File: src/rtl/cacheline_adaptor_if.sv
// -----------------------------------------------------------------------------
// cacheline_adaptor_if
//
// Bundles the arbiter-side line port and the memory-side burst port of the
// cache-line adaptor. Signal suffixes are written from the adaptor's point of
// view (_i drives into the adaptor, _o comes out of it).
//
// Modports:
//   slave  - the adaptor itself
//   master - whatever drives the arbiter requests and models memory
//
// Signals:
//   read_i / write_i  line read / write request, held until resp_o
//   address_i         line address
//   line_i            256-bit write line
//   line_o            256-bit assembled read line
//   resp_o            one-cycle line completion pulse
//   address_o         burst address, low 5 bits forced to zero
//   read_o / write_o  burst read / write strobes
//   burst_o           current 64-bit write beat
//   burst_i           64-bit read beat, valid with resp_i
//   resp_i            memory accepted or delivered one beat
//   err_o             watchdog abort pulse (only with ADAPTOR_TIMEOUT_EN)
// -----------------------------------------------------------------------------
interface cacheline_adaptor_if;
  logic         read_i;
  logic         write_i;
  logic [31:0]  address_i;
  logic [255:0] line_i;
  logic [255:0] line_o;
  logic         resp_o;
  logic [31:0]  address_o;
  logic         read_o;
  logic         write_o;
  logic [63:0]  burst_o;
  logic [63:0]  burst_i;
  logic         resp_i;
`ifdef ADAPTOR_TIMEOUT_EN
  logic         err_o;
`endif

  modport slave (
    input  read_i, write_i, address_i, line_i, burst_i, resp_i,
`ifdef ADAPTOR_TIMEOUT_EN
    output err_o,
`endif
    output line_o, resp_o, address_o, read_o, write_o, burst_o
  );

  modport master (
    output read_i, write_i, address_i, line_i, burst_i, resp_i,
`ifdef ADAPTOR_TIMEOUT_EN
    input  err_o,
`endif
    input  line_o, resp_o, address_o, read_o, write_o, burst_o
  );
endinterface

File: src/rtl/cacheline_adaptor.sv
// -----------------------------------------------------------------------------
// cacheline_adaptor
//
// Turns each 256-bit cache-line transfer from the arbiter into four 64-bit
// beats on a burst memory port, lowest beat first. Read beats are collected in
// a line buffer and published to line_o only when the last beat arrives; write
// lines are latched on acceptance and serialized beat by beat. Completion is a
// single-cycle resp_o pulse from the DONE state.
//
// Ports:
//   clk  - clock, rising edge
//   rst  - asynchronous active-low reset
//   bus  - cacheline_adaptor_if.slave, arbiter and memory signals
//
// Parameters:
//   BEATS   - beats per line, fixed at 4 by the 256/64 width ratio
//   TIMEOUT - watchdog limit in cycles (only with ADAPTOR_TIMEOUT_EN)
//
// Optional feature: define ADAPTOR_TIMEOUT_EN to add a watchdog that aborts a
// burst after TIMEOUT consecutive cycles without resp_i, pulsing err_o along
// with resp_o. Without it the adaptor waits indefinitely for memory.
// -----------------------------------------------------------------------------
module cacheline_adaptor #(
  parameter int BEATS = 4
`ifdef ADAPTOR_TIMEOUT_EN
  , parameter int TIMEOUT = 64
`endif
) (
  input logic               clk,
  input logic               rst,
  cacheline_adaptor_if.slave bus
);

  localparam int              CntW     = $clog2(BEATS);
  localparam logic [CntW-1:0] LastBeat = CntW'(BEATS - 1);

  typedef enum logic [1:0] {IDLE, RD, WR, DONE} state_e;

  state_e          state_q, state_d;
  logic [CntW-1:0] cnt_q, cnt_d;
  logic [31:0]     addr_q, addr_d;
  // Shared between transfers: holds the latched write line, or the beats of
  // a read collected so far. Only one transfer is ever in flight.
  logic [255:0]    buf_q, buf_d;
  // Published read line; only touched when a read completes normally, so it
  // survives writes, resets-free aborts and partial reads.
  logic [255:0]    line_q, line_d;

`ifdef ADAPTOR_TIMEOUT_EN
  localparam int              WdW     = $clog2(TIMEOUT);
  localparam logic [WdW-1:0]  WdLimit = WdW'(TIMEOUT - 1);

  logic [WdW-1:0] wd_q, wd_d;
  logic           err_q, err_d;
`endif

  // State and datapath registers; reset returns everything to zero at once,
  // discarding any partial line.
  always_ff @(posedge clk or negedge rst) begin
    if (!rst) begin
      state_q <= IDLE;
      cnt_q   <= '0;
      addr_q  <= '0;
      buf_q   <= '0;
      line_q  <= '0;
`ifdef ADAPTOR_TIMEOUT_EN
      wd_q    <= '0;
      err_q   <= 1'b0;
`endif
    end else begin
      state_q <= state_d;
      cnt_q   <= cnt_d;
      addr_q  <= addr_d;
      buf_q   <= buf_d;
      line_q  <= line_d;
`ifdef ADAPTOR_TIMEOUT_EN
      wd_q    <= wd_d;
      err_q   <= err_d;
`endif
    end
  end

  // Next-state logic. Writes win over reads in IDLE. The last read beat goes
  // straight into line_d together with the three buffered beats, so line_o
  // changes only on a completed read.
  always_comb begin
    state_d = state_q;
    cnt_d   = cnt_q;
    addr_d  = addr_q;
    buf_d   = buf_q;
    line_d  = line_q;
`ifdef ADAPTOR_TIMEOUT_EN
    wd_d    = wd_q;
    err_d   = 1'b0;
`endif
    case (state_q)
      IDLE: begin
        if (bus.write_i) begin
          addr_d  = {bus.address_i[31:5], 5'b0};
          buf_d   = bus.line_i;
          cnt_d   = '0;
          state_d = WR;
`ifdef ADAPTOR_TIMEOUT_EN
          wd_d    = '0;
`endif
        end else if (bus.read_i) begin
          addr_d  = {bus.address_i[31:5], 5'b0};
          cnt_d   = '0;
          state_d = RD;
`ifdef ADAPTOR_TIMEOUT_EN
          wd_d    = '0;
`endif
        end
      end
      RD, WR: begin
        if (bus.resp_i) begin
          cnt_d = cnt_q + CntW'(1);
          if (state_q == RD) begin
            buf_d[64*cnt_q +: 64] = bus.burst_i;
            if (cnt_q == LastBeat) begin
              line_d = {bus.burst_i, buf_q[191:0]};
            end
          end
          if (cnt_q == LastBeat) begin
            state_d = DONE;
          end
`ifdef ADAPTOR_TIMEOUT_EN
          wd_d = '0;
        end else if (wd_q == WdLimit) begin
          state_d = DONE;
          err_d   = 1'b1;
        end else begin
          wd_d = wd_q + WdW'(1);
`endif
        end
      end
      DONE: begin
        state_d = IDLE;
      end
      default: begin
        state_d = IDLE;
      end
    endcase
  end

  // All outputs decode from state and registers only.
  assign bus.read_o    = (state_q == RD);
  assign bus.write_o   = (state_q == WR);
  assign bus.resp_o    = (state_q == DONE);
  assign bus.address_o = addr_q;
  assign bus.line_o    = line_q;
  assign bus.burst_o   = (state_q == WR) ? buf_q[64*cnt_q +: 64] : 64'h0;
`ifdef ADAPTOR_TIMEOUT_EN
  assign bus.err_o     = err_q;
`endif

endmodule

File: src/flat_wrapper.sv
// flat-port wrapper written by rule: the top's interface ports become plain ports
module cacheline_adaptor_flat 
#(
  parameter int BEATS = 4

)
  (clk, rst, bus_read_i, bus_write_i, bus_address_i, bus_line_i, bus_burst_i, bus_resp_i, bus_line_o, bus_resp_o, bus_address_o, bus_read_o, bus_write_o, bus_burst_o);
  cacheline_adaptor_if bus_i ();
  input logic clk;
  input logic rst;
  input wire logic [$bits(bus_i.read_i)-1:0] bus_read_i;
  input wire logic [$bits(bus_i.write_i)-1:0] bus_write_i;
  input wire logic [$bits(bus_i.address_i)-1:0] bus_address_i;
  input wire logic [$bits(bus_i.line_i)-1:0] bus_line_i;
  input wire logic [$bits(bus_i.burst_i)-1:0] bus_burst_i;
  input wire logic [$bits(bus_i.resp_i)-1:0] bus_resp_i;
  output wire logic [$bits(bus_i.line_o)-1:0] bus_line_o;
  output wire logic [$bits(bus_i.resp_o)-1:0] bus_resp_o;
  output wire logic [$bits(bus_i.address_o)-1:0] bus_address_o;
  output wire logic [$bits(bus_i.read_o)-1:0] bus_read_o;
  output wire logic [$bits(bus_i.write_o)-1:0] bus_write_o;
  output wire logic [$bits(bus_i.burst_o)-1:0] bus_burst_o;
  assign bus_i.read_i = bus_read_i;
  assign bus_i.write_i = bus_write_i;
  assign bus_i.address_i = bus_address_i;
  assign bus_i.line_i = bus_line_i;
  assign bus_i.burst_i = bus_burst_i;
  assign bus_i.resp_i = bus_resp_i;
  assign bus_line_o = bus_i.line_o;
  assign bus_resp_o = bus_i.resp_o;
  assign bus_address_o = bus_i.address_o;
  assign bus_read_o = bus_i.read_o;
  assign bus_write_o = bus_i.write_o;
  assign bus_burst_o = bus_i.burst_o;
  cacheline_adaptor #(.BEATS(BEATS)) u_core (.clk(clk), .rst(rst), .bus(bus_i));
endmodule
File: config.mk
export PLATFORM = sky130hd
export DESIGN_NAME = cacheline_adaptor_flat
export DESIGN_NICKNAME = d
export VERILOG_FILES = /design/src/rtl/cacheline_adaptor_if.sv /design/src/rtl/cacheline_adaptor.sv /design/src/flat_wrapper.sv
export SDC_FILE = /design/constraint.sdc
export NUM_CORES = 1
export LEC_CHECK = 0
export BUFFER_PORTS_ARGS = -buffer_cell sky130_fd_sc_hd__buf_2
export CORE_AREA = 8 8 274 276
export CTS_CLUSTER_SIZE = 28
export DETAILED_ROUTE_END_ITERATION = 8
export DIE_AREA = 0 0 282 284
export HOLD_SLACK_MARGIN = 0.1
export SLEW_MARGIN = 25
export SYNTH_ARGS = -nofsm -noshare
export SYNTH_HDL_FRONTEND = slang
export SYNTH_SLANG_ARGS = --single-unit
File: constraint.sdc
create_clock -name clk -period 6.9 [get_ports clk]
set_input_delay 0 -clock clk [delete_from_list [all_inputs] [get_ports clk]]
set_output_delay 0 -clock clk [all_outputs]
set_load 0.02 [all_outputs]
# == Word-level counts from Yosys, hierarchy flattened ==
# Index checks and enable logic that the tools add are counted.
# classes
eq_ne,9
shifts,3
n_mux,17
n_reduce_logical,9
add_sub_neg,2
# ops
op,n
$mux W256,3
$pmux W256 S2,1
$bwmux W256,1
$shift A64 B34 Y256 const A,1
$shiftx A256 B9 Y64,1
$shiftx A64 B34 Y256,1
$mux W32,2
$mux W64,1
$neg A8 Y34,1
$mux W2,7
$reduce_and A4 Y1,2
$eq A2 B2 Y1 const B,3
$ne A2 B2 Y1 const B,3
$pmux W2 S3,1
$reduce_and A3 Y1,2
$pmux W2 S2,1
$reduce_bool A2 Y1,2
$ne A3 B3 Y1 const B,1
$add A2 B1 Y2 const B,1
$eq A2 B1 Y1 const B,1
$logic_not A2 Y1,1
$ne A2 B1 Y1 const B,1
$reduce_and A2 Y1,1
$reduce_or A2 Y1,1
# totals
inputBits,357
output_inout_bits,355
wordCells,45
register_bits,548

# == Logic depth before layout (Yosys ltp) ==
# Gate-level depths: netlist of run 1.
# logic_depth
depth_word,6
mapped_depth,9
depth_no_buf,5

# == Least setup slack after synthesis of run 1 ==
# OpenSTA, ideal clock, no wires.
# synth_timing
kind,reg-to-reg
startpoint,reg u_core.cnt_q[0]
endpoint,reg u_core.buf_q[10]
setup_time_ns,0.125
n_path_buf,4
path_stages_with_launch,10
t_required_ns,6.775
period_less_slack_ns,2.607
arrival_time_ns,2.482
slack_ns,4.293
path_cell_list,dfrtp_1 buf_2 buf_1 inv_1 ha_1 nand2b_1 clkbuf_1 clkbuf_1 o32ai_1 mux2_2
# synth_via
elab_chain_len,6
elab_cells_between_ends,7
cone_classes,1 x add/sub; 2 x shift; 4 x mux
# synth_lines
element,line_no,rtl
start: declaration,cacheline_adaptor.sv:40,"logic [CntW-1:0] cnt_q, cnt_d;"
start signal: assignment,cacheline_adaptor.sv:72,cnt_q <= cnt_d;
$neg A8 Y34 *,cacheline_adaptor.sv:119,buf_d[64*cnt_q +: 64] = bus.burst_i;
$shiftx A64 B34 Y256 or $shift A64 B34 Y256 (tied branches),cacheline_adaptor.sv:119,
$bwmux W256 *,cacheline_adaptor.sv:119,
$mux W256 *,cacheline_adaptor.sv:118,if (state_q == RD) begin
$mux W256 *,cacheline_adaptor.sv:116,if (bus.resp_i) begin
$pmux W256 S2 *,cacheline_adaptor.sv:96,case (state_q)
end signal: assignment,cacheline_adaptor.sv:74,buf_q <= buf_d;
end: declaration,cacheline_adaptor.sv:44,"logic [255:0] buf_q, buf_d;"
# Mark *: on every way between the ends. The rest lies on a longest branch, timed or not. The select of a mux whose other input is x is not followed.
# A chain may end at the register's enable or synchronous reset.

# == Worst setup path in the final report of run 1 ==
# layout_timing
startpoint,reg u_core.state_q[1]
endpoint,reg u_core.buf_q[246]
# layout_via
elab_chain_len,4
elab_cells_between_ends,10
cone_classes,5 x eq/ne; 1 x mux; 4 x reduce/logical
# layout_lines
element,line_no,rtl
start: declaration,cacheline_adaptor.sv:39,"state_e state_q, state_d;"
start signal: assignment,cacheline_adaptor.sv:71,state_q <= state_d;
$eq A2 B1 Y1 or $eq A2 B2 Y1 (tied branches),"cacheline_adaptor.sv:96, cacheline_adaptor.sv:118",
$reduce_or A2 Y1,cacheline_adaptor.sv:96,
$ne A2 B2 Y1 (no line) or $reduce_bool A2 Y1 (tied branches),-,
$reduce_and A4 Y1 (no line),-,
# Parallel ways exist; a longest one is shown, timed or not.

==> results.md, run 1 <==
- Final setup vio count: 0
- Largest net degree at the start of global routing: 171
- WP buf/inv: 5
- Cell taking the most area after synthesis: dfrtp_1
- WL met3: 8983 um
- DRT met1 WL: 40750 um
- Placed Cells: 3532
- Critical path type: reg -> reg
- Total power: 0.01845 W
- Routed Wire Length: 107100 um
- Top cells by count, synth: dfrtp_1, mux2_2, nand2_1, inv_1, o32ai_1
- Die height: 284 um
- Max Used Layer: met5
- CTS buffer count: 61
- Worst-case clock buffer depth: 3
- Setup TNS: 0 ps
- Max-slew violation count: 0
- DRT iter0 DRCs: 1917
- Synthesized area: 26460 sq um
- Critical path cell sequence: inv_1 -> ha_4 -> buf_4 -> inv_4 -> buf_4 -> a32o_1 -> dlygate4sd3_1 -> mux2_1
- Top FF cell, synth: dfrtp_1
- Layout cells sized above 1: 0.4683
- RSZ-0062 raised after global routing: false
- Global-route wire length before repair: 160600 um
- Post-synth EDFFs: 0
- Max transition margin: 0.2954
- Mean area per synthesized cell: 13.06 sq um
- Post-route clock skew: 19.71 ps
- Most frequent cell after synthesis: dfrtp_1
- Arr. time, crit path: 4630 ps
- Run status: complete, no violations
- CP endpoint kind: flip-flop
- Startpoint types: flip-flop
- Rows: 98
- Max Freq: 242.2 MHz
- Synth top area share: 0.5136
- Crit path max-delay family: buffers and inverters
- Post-synth cell types: 37
- Initial core utilization: 0.3739
- DRC errors left: 0
- Iteration count of the initial detailed-routing pass: 5
- Core Footprint: 70750 sq um
- H-tree depth reported by CTS: 2
- Worst slew pin tran: 1057 ps
- Hold Crit Class: in -> reg
- P&R area growth vs syn: 39.13%
- Die area: 80090 sq um
- CTS root buffer: clkbuf_16
- CTS Sinks: 543
- IO Count: 712
- Total global-route track usage: 0.2603
- Fin crit share: 0.5985
- Final ANT Viol Nets: 0
- Total grt overflow: 0
- HPWL after DPL: 68450 um
- Syn Inst Count: 2026
- Cell area power density: 501.2 nW/um^2
- Met2 wire len: 52220 um
- Synth warn: 0
- Leak: 18.22 nW
- Vias/cell: 5.607
- Tmin final: 4130 ps
- Nets: 3409
- Number of synthesized register bits: 543
- Clock slew at reported path FFs: 60 ps
- Seq/Total Area, Yosys: 0.5136
- Initial antenna violation count: 8
- Most common cell on crit path: buf_4
- Clock Latency Late Sink: 620 ps
- Die X: 282 um
- Worst EP required: 7400 ps
- Post-synth ARST share: 1.000
- CP max FO: 69
- Vias in the first global route: 25070
- Critical Path Max Stage Delay: 730 ps
- Synth top area cells: dfrtp_1, mux2_2, mux4_2, o32ai_1, nand2_1
- Final GP Congestion: 0.8638
- Maxcap violations: 0
- Final hold violations: 0
- Layout Cells excl Fill: 4046
- Count of buffers from port buffering: 701
- # Post-CTS Setup Buffers: 0
- Cts hold-fix bufs: 396
- CTS resizes: 0
- CTS tree: done
- Per-cell routed wire length: 26.47 um
- Worst vdd ir: 0.0005572 V
- Vias: 22690
- Critical-path top delay cell: buf_4
-- worst paths after layout --
kind | from | end | slack (ps) | cells past startpoint
worst max register to register | u_core.state_q[1] | u_core.buf_q[246] | 2770 | 8
worst min register to register | u_core.buf_q[236] | u_core.buf_q[236] | 490 | 1
worst max-delay path | u_core.state_q[1] | u_core.buf_q[246] | 2770 | 8
max in group asynchronous | rst | u_core.bus.line_o[72] | 4950 | 5
min in group asynchronous | rst | u_core.bus.line_o[101] | 640 | 4
worst min-delay path | bus_address_i[20] | u_core.bus.address_o[20] | 150 | 3
-- cell usage in the layout, fill, tap and decap left out, types with 3 or more instances in the layout --
cell,instances
and2_1,64
buf_2,700
o2bb2ai_1,64
mux4_2,64
a32o_1,64
bufinv_16,7
diode_2,6
nand2b_1,3
o32ai_1,128
clkbuf_8,15
mux2_2,533
conb_1,5
o21ai_0,3
inv_1,138
nand2_1,193
clkbuf_16,63
clkbuf_1,17
dlygate4sd3_1,395
nand2b_4,4
dfrtp_1,541
buf_12,7
mux2_1,6
clkinv_2,7
ha_1,5
a221oi_4,4
buf_4,27
ha_4,4
a21oi_1,3
-- per-layer routing --
metal	GRT usage	vias up
li1	-	9439
met1	0.3220	11620
met2	0.4258	1313
met3	0.05828	315
met4	0.1280	2
met5	0	-
-- per-stage QoR --
stage	hold WS, ps	setup WS, ps	util	instance area [sq um]
2_1_floorplan	-295.6	4293	-	26470
3_3_place_gp	77.20	3094	0.4327	30620
3_5_place_dp	94.30	3043	0.4336	30680
4_1_cts	110.0	2623	0.5197	36770
5_1_grt	122.3	2571	0.5202	36800
6_report	146.6	2771	0.5202	36810
-- report_power, final --
part / total [W] / switching (W) / internal [W] / leakage, nW
Combinational: 0.00960 / 0.00554 / 0.00406 / 10.1
Clock: 0.00342 / 0.00134 / 0.00208 / 1.04
Sequential: 0.00543 / 0.000952 / 0.00448 / 7.12
Total: 0.0184 / 0.00783 / 0.0106 / 18.2
-- tightest hold or removal path, cell delays in order --
cell and delay (ps):
dlygate4sd3_1 510, buf_2 90, mux2_2 120
-- cell families after synthesis --
logic type,count (synthesis),synth area share
fa+ha+maj,10,0.004729
simple gates,272,0.04616
flops,543,0.5136
buf+inv,322,0.05533
compound gates,274,0.09525
other cells,1,0.0001417
mux,604,0.2848
-- registers in the layout, summed over array words and instances, names as in the netlist --
| name | flops |
|---|---|
| u_core.buf_q | 256 |
| u_core.bus.address_o | 27 |
| u_core.bus.line_o | 256 |
| u_core.cnt_q | 2 |
| u_core.state_q | 2 |
-- final cells by class --
cell class / count / area [sq um]
antenna: 6 / 15.01
clock buffer: 95 / 1847
clock inverter: 16 / 262.8
fill: 6044 / 33940
inverter: 139 / 524.3
multi-input combinational: 1165 / 11520
sequential: 543 / 13600
tap: 950 / 1189
timing repair buffer: 1132 / 7854
(Power assumes the default switching activity.)
==> inputs of run 2 (changes only) <==
--- a/config.mk
+++ b/config.mk
@@ -6,10 +6,10 @@
 export NUM_CORES = 1
 export LEC_CHECK = 0
 export BUFFER_PORTS_ARGS = -buffer_cell sky130_fd_sc_hd__buf_2
-export CORE_AREA = 8 8 274 276
+export CORE_AREA = 8 8 269 271
 export CTS_CLUSTER_SIZE = 28
 export DETAILED_ROUTE_END_ITERATION = 8
-export DIE_AREA = 0 0 282 284
+export DIE_AREA = 0 0 277 279
 export HOLD_SLACK_MARGIN = 0.1
 export SLEW_MARGIN = 25
 export SYNTH_ARGS = -nofsm -noshare
==> constraint.sdc (replaced) <==
create_clock -name clk -period 4.05 [get_ports clk]
set_input_delay 0 -clock clk [delete_from_list [all_inputs] [get_ports clk]]
set_output_delay 0 -clock clk [all_outputs]
set_load 0.02 [all_outputs]
==> results.md, run 2 (synthesis results as in run 1) <==
- Run status: complete, no violations
- Max Used Layer: met4
- RSZ-0062 raised after global routing: false
- IO Count: 712 (unchanged)
- Cell area power density: 853.1 nW/um^2 (+70%)
- Total grt overflow: 0 (unchanged)
- Hold Crit Class: in -> async
- Leak: 18.30 nW (+0.45%)
- Critical path type: reg -> reg
- Arr. time, crit path: 4110 ps (-520 ps)
- # fillers: 5687 (-5.9%)
- Pre-CTS WS: 959.9 ps (-2083 ps)
- Reg2reg path depth: 7 (-1)
- Post-route clock skew: 34.67 ps (+14.96 ps)
- Final ANT Viol Nets: 0 (unchanged)
- DP Area: 30730 sq um (+0.15%)
- Fin worst setup slack: 426.1 ps (-2344 ps)
- Iteration count of the initial detailed-routing pass: 6 (+1)
- Vias in the first global route: 24920 (-0.59%)
- Final GP Congestion: 0.8900 (+3.0%)
- H-tree depth reported by CTS: 2 (unchanged)
- P&R area growth vs syn: 39.42%
- Met2 wire len: 52750 um (+1.0%)
- Most common cell after layout, fill and taps aside: buf_2
- CTS tree: done
- Vias/cell: 5.704 (+1.7%)
- Total global-route track usage: 0.2697 (+0.009443)
- Max-slew violation count: 0 (unchanged)
- Tmin final: 3624 ps (-505.6 ps)
- Final setup vio count: 0 (unchanged)
- CTS Sinks: 543 (unchanged)
- Worst EP required: 4540 ps (-2860 ps)
- Die X: 277 um (-1.8%)
- Area occupied by multi-input gates: 11530 sq um (about the same)
- Vias: 22760 (+0.32%)
- DRC errors left: 0 (unchanged)
- Worst slew pin tran: 1135 ps (+77.82 ps)
- Largest net degree at the start of global routing: 111 (-35%)
- Fin area: 36880 sq um (+0.21%)
- Clock Latency Late Sink: 630 ps (about the same)
- Count of buffers from port buffering: 701 (unchanged)
- Worst vdd ir: 0.0007260 V (+30%)
- CTS resizes: 0 (unchanged)
- CTS buffer count: 60 (-1.6%)
- Setup TNS: 0 ps (unchanged)
- Rows: 96 (-2.0%)
- Initial core utilization: 0.3891 (+0.01521)
- Max transition margin: 0.2435 (-0.05188)
- Final hold violations: 0 (unchanged)
- Global-route wire length before repair: 160700 um (+0.10%)
- Routed Wire Length: 108200 um (+1.0%)
- Nets: 3417 (+0.23%)
- Maxcap violations: 0 (unchanged)
- CP max FO: 76 (+10%)
- Total power: 0.03146 W (+71%)
- Die area: 77280 sq um (-3.5%)
- DRT met1 WL: 40960 um (+0.51%)
- DRT iter0 DRCs: 1901 (-0.83%)
- Most frequent cells in the layout: buf_2, dfrtp_1, mux2_2
- Worst-case clock buffer depth: 3 (unchanged)
- Max Freq: 275.9 MHz (+14%)
- Startpoint types: flip-flop
- Hold Slack: 105.2 ps (-41.33 ps)
- # Post-CTS Setup Buffers: 0 (unchanged)
- Reg area: 13600 sq um (unchanged)
- Cts hold-fix bufs: 404 (+2.0%)
- Die height: 279 um (-1.8%)
- Reg2reg setup slack: 430 ps (-2340 ps)
- Fin crit share: 0.8948 (+0.2963)
- Layout cells sized above 1: 0.4703 (+0.002038)
- Per-cell routed wire length: 27.11 um (+2.4%)
- WL met3: 8571 um (-4.6%)
- CTS root buffer: clkbuf_16
- Clock slew at reported path FFs: 60 ps (about the same)
- Initial antenna violation count: 9 (+1)
- HPWL after DPL: 68200 um (-0.36%)
- CP endpoint kind: flip-flop
- Core Footprint: 67990 sq um (-3.9%)
[run 2: final cells by class]
type                            instances  share of cell area
Sequential cell                       543              0.3686
Multi-Input combinational cell       1165              0.3125
Timing Repair Buffer                 1141              0.2179
Clock buffer                           88             0.04959
Tap cell                              882             0.02992
Inverter                              139             0.01421
Clock inverter                         24            0.006683
Antenna cell                            8           0.0005428
[run 2: worst max-delay path, cell delays in order, from the launching register on]
cell           delay, ps
dfrtp_1              400
inv_1                110
ha_4                 760
inv_4                470
buf_12               330
a32o_1               340
dlygate4sd3_1        560
mux2_2               270
[run 2: per-layer routing]
metal  vias up  global-route usage
met5         -                   0
met4         0              0.1376
met3       343             0.06795
met2      1239              0.4509
met1     11710              0.3221
li1       9471                   -
[run 2: worst paths after layout]
path / to / start
max reg2reg: u_core.buf_q[219] / u_core.state_q[1]
min reg2reg: u_core.buf_q[236] / u_core.buf_q[236]
max in group asynchronous: u_core.buf_q[86] / rst
min: u_core.bus.line_o[103] / rst
max: u_core.buf_q[219] / u_core.state_q[1]
min in group clk: u_core.bus.address_o[31] / bus_address_i[31]
[run 2: power by group]
| group | internal (W) | switching [W] | leakage (nW) |
|---|---|---|---|
| clock network | 0.00337 | 0.00233 | 1.03 |
| logic | 0.00704 | 0.00956 | 10.2 |
| registers | 0.00763 | 0.00153 | 7.12 |
[run 2: stage by stage]
stage | utilization | std cells
floorplan | - | 2030
global placement | 0.4520 | 3466
detailed placement | 0.4520 | 3466
CTS | 0.5422 | 3982
finish | 0.5425 | 3990
global route | 0.5425 | 3988
==> inputs of run 3 (changes only) <==
--- a/config.mk
+++ b/config.mk
@@ -7,6 +7,7 @@
 export LEC_CHECK = 0
 export BUFFER_PORTS_ARGS = -buffer_cell sky130_fd_sc_hd__buf_2
 export CORE_AREA = 8 8 269 271
+export CTS_BUF_LIST = sky130_fd_sc_hd__clkbuf_8 sky130_fd_sc_hd__clkbuf_16
 export CTS_CLUSTER_SIZE = 28
 export DETAILED_ROUTE_END_ITERATION = 8
 export DIE_AREA = 0 0 277 279
==> results.md, run 3 (synthesis results as in run 1) <==
- DRT iter0 DRCs: 2029 (+6.7%)
- Core Footprint: 67990 sq um (unchanged)
- Worst vdd ir: 0.0007242 V (-0.25%)
- Leak: 18.34 nW (+0.18%)
- Tmin final: 3611 ps (-13.06 ps)
- # fillers: 5687 (unchanged)
- Total global-route track usage: 0.2697 (unchanged)
- Clock slew at reported path FFs: 60 ps (about the same)
- Run status: complete, no violations
- Count of buffers from port buffering: 701 (unchanged)
- Hold Crit Class: in -> async
- Final ANT Viol Nets: 0 (unchanged)
- Pre-CTS WS: 959.9 ps (unchanged)
- Vias in the first global route: 24920 (unchanged)
- Most frequent cells in the layout: buf_2, dfrtp_1, mux2_2
- Fin crit share: 0.8916 (-0.003225)
- Vias/cell: 5.697 (-0.13%)
- # Post-CTS Setup Buffers: 0 (unchanged)
- Total grt overflow: 0 (unchanged)
- RSZ-0062 raised after global routing: false
- Max Freq: 276.9 MHz (+0.36%)
- Max Used Layer: met4
- Final hold violations: 0 (unchanged)
- H-tree depth reported by CTS: 2 (unchanged)
- HPWL after DPL: 68200 um (unchanged)
- Initial core utilization: 0.3891 (unchanged)
- Startpoint types: flip-flop
- Nets: 3417 (unchanged)
- Routed Wire Length: 108100 um (about the same)
- Final GP Congestion: 0.8900 (unchanged)
- DRC errors left: 0 (unchanged)
- Per-cell routed wire length: 27.10 um (about the same)
- Vias: 22730 (-0.13%)
- WL met3: 8665 um (+1.1%)
- Worst EP required: 4540 ps (about the same)
- Die height: 279 um (unchanged)
- Met2 wire len: 52810 um (+0.12%)
- Hold Slack: 106.1 ps (+0.8250 ps)
- P&R area growth vs syn: 39.42% (unchanged)
- Area occupied by multi-input gates: 11530 sq um (unchanged)
- Max-slew violation count: 0 (unchanged)
- Post-route clock skew: 37.61 ps (+2.942 ps)
- CP max FO: 76 (unchanged)
- CP endpoint kind: flip-flop
- Reg area: 13600 sq um (unchanged)
- Max transition margin: 0.2322 (-0.01133)
- IO Count: 712 (unchanged)
- Initial antenna violation count: 9 (unchanged)
- Critical path type: reg -> reg
- Arr. time, crit path: 4100 ps (about the same)
- CTS buffer count: 60 (unchanged)
- Cell area power density: 852.0 nW/um^2 (-0.13%)
- Rows: 96 (unchanged)
- DRT met1 WL: 40790 um (-0.43%)
- CTS Sinks: 543 (unchanged)
- CTS tree: done
- Die area: 77280 sq um (unchanged)
- Fin worst setup slack: 439.2 ps (+13.06 ps)
- Worst-case clock buffer depth: 3 (unchanged)
- CTS resizes: 0 (unchanged)
- Global-route wire length before repair: 160700 um (unchanged)
- Setup TNS: 0 ps (unchanged)
- Layout cells sized above 1: 0.4703 (unchanged)
- Maxcap violations: 0 (unchanged)
- Iteration count of the initial detailed-routing pass: 5 (-1)
- Final setup vio count: 0 (unchanged)
- Clock Latency Late Sink: 630 ps (about the same)
- Largest net degree at the start of global routing: 111 (unchanged)
- Die X: 277 um (unchanged)
- Most common cell after layout, fill and taps aside: buf_2
- CTS root buffer: clkbuf_16
- Worst slew pin tran: 1152 ps (+16.99 ps)
==> run 3: per-stage QoR <==
stage,cell area (sq um),total power (W),cells,utilization
floorplan,26470,0.01937,2030,-
finish,36880,0.03142,3990,0.5425
global placement,30730,0.02455,3466,0.4520
CTS,36860,0.03139,3982,0.5422
detailed placement,30730,0.02492,3466,0.4520
global route,36880,0.03280,3988,0.5425
==> run 3: per-layer routing <==
metal  track usage  vias to the layer above
met2        0.4509                     1273
met3       0.06795                      356
li1              -                     9474
met5             0                        -
met4        0.1376                        0
met1        0.3221                    11630
==> run 3: final timing paths <==
path | cells after the start | slack, ps | to | startpoint
worst max-delay path | 7 | 440 | u_core.buf_q[219] | u_core.state_q[1]
worst min-delay path | 3 | 110 | u_core.bus.line_o[103] | rst
worst max register to register | 7 | 440 | u_core.buf_q[219] | u_core.state_q[1]
worst min register to register | 1 | 490 | u_core.buf_q[239] | u_core.buf_q[239]
max in group asynchronous | 3 | 3410 | u_core.bus.line_o[152] | rst
min in group clk | 3 | 150 | u_core.bus.address_o[31] | bus_address_i[31]
==> run 3: timing repair <==
action	4_1_cts	5_1_grt
hold buffers	404	0
endpoints found under the hold margin	894	0
setup endpoints to repair	0	0
==> run 3: where the power goes <==
group          switching, W  internal [W]
Clock               0.00233       0.00335
Sequential          0.00152       0.00763
Combinational       0.00955       0.00704
==> run 3: worst max-delay path, cell delays in order, from the launching register on <==
cell,delay (ps)
dfrtp_1,400
inv_1,110
ha_4,750
inv_4,470
buf_12,330
a32o_1,340
dlygate4sd3_1,550
mux2_2,270
==> run 3: area by class of cell <==
class	count	area share
sequential	543	0.3686
multi-input combinational	1165	0.3125
timing repair buffer	1141	0.2179
clock buffer	80	0.04878
tap	882	0.02992
inverter	139	0.01421
clock inverter	32	0.007497
antenna	8	0.0005428
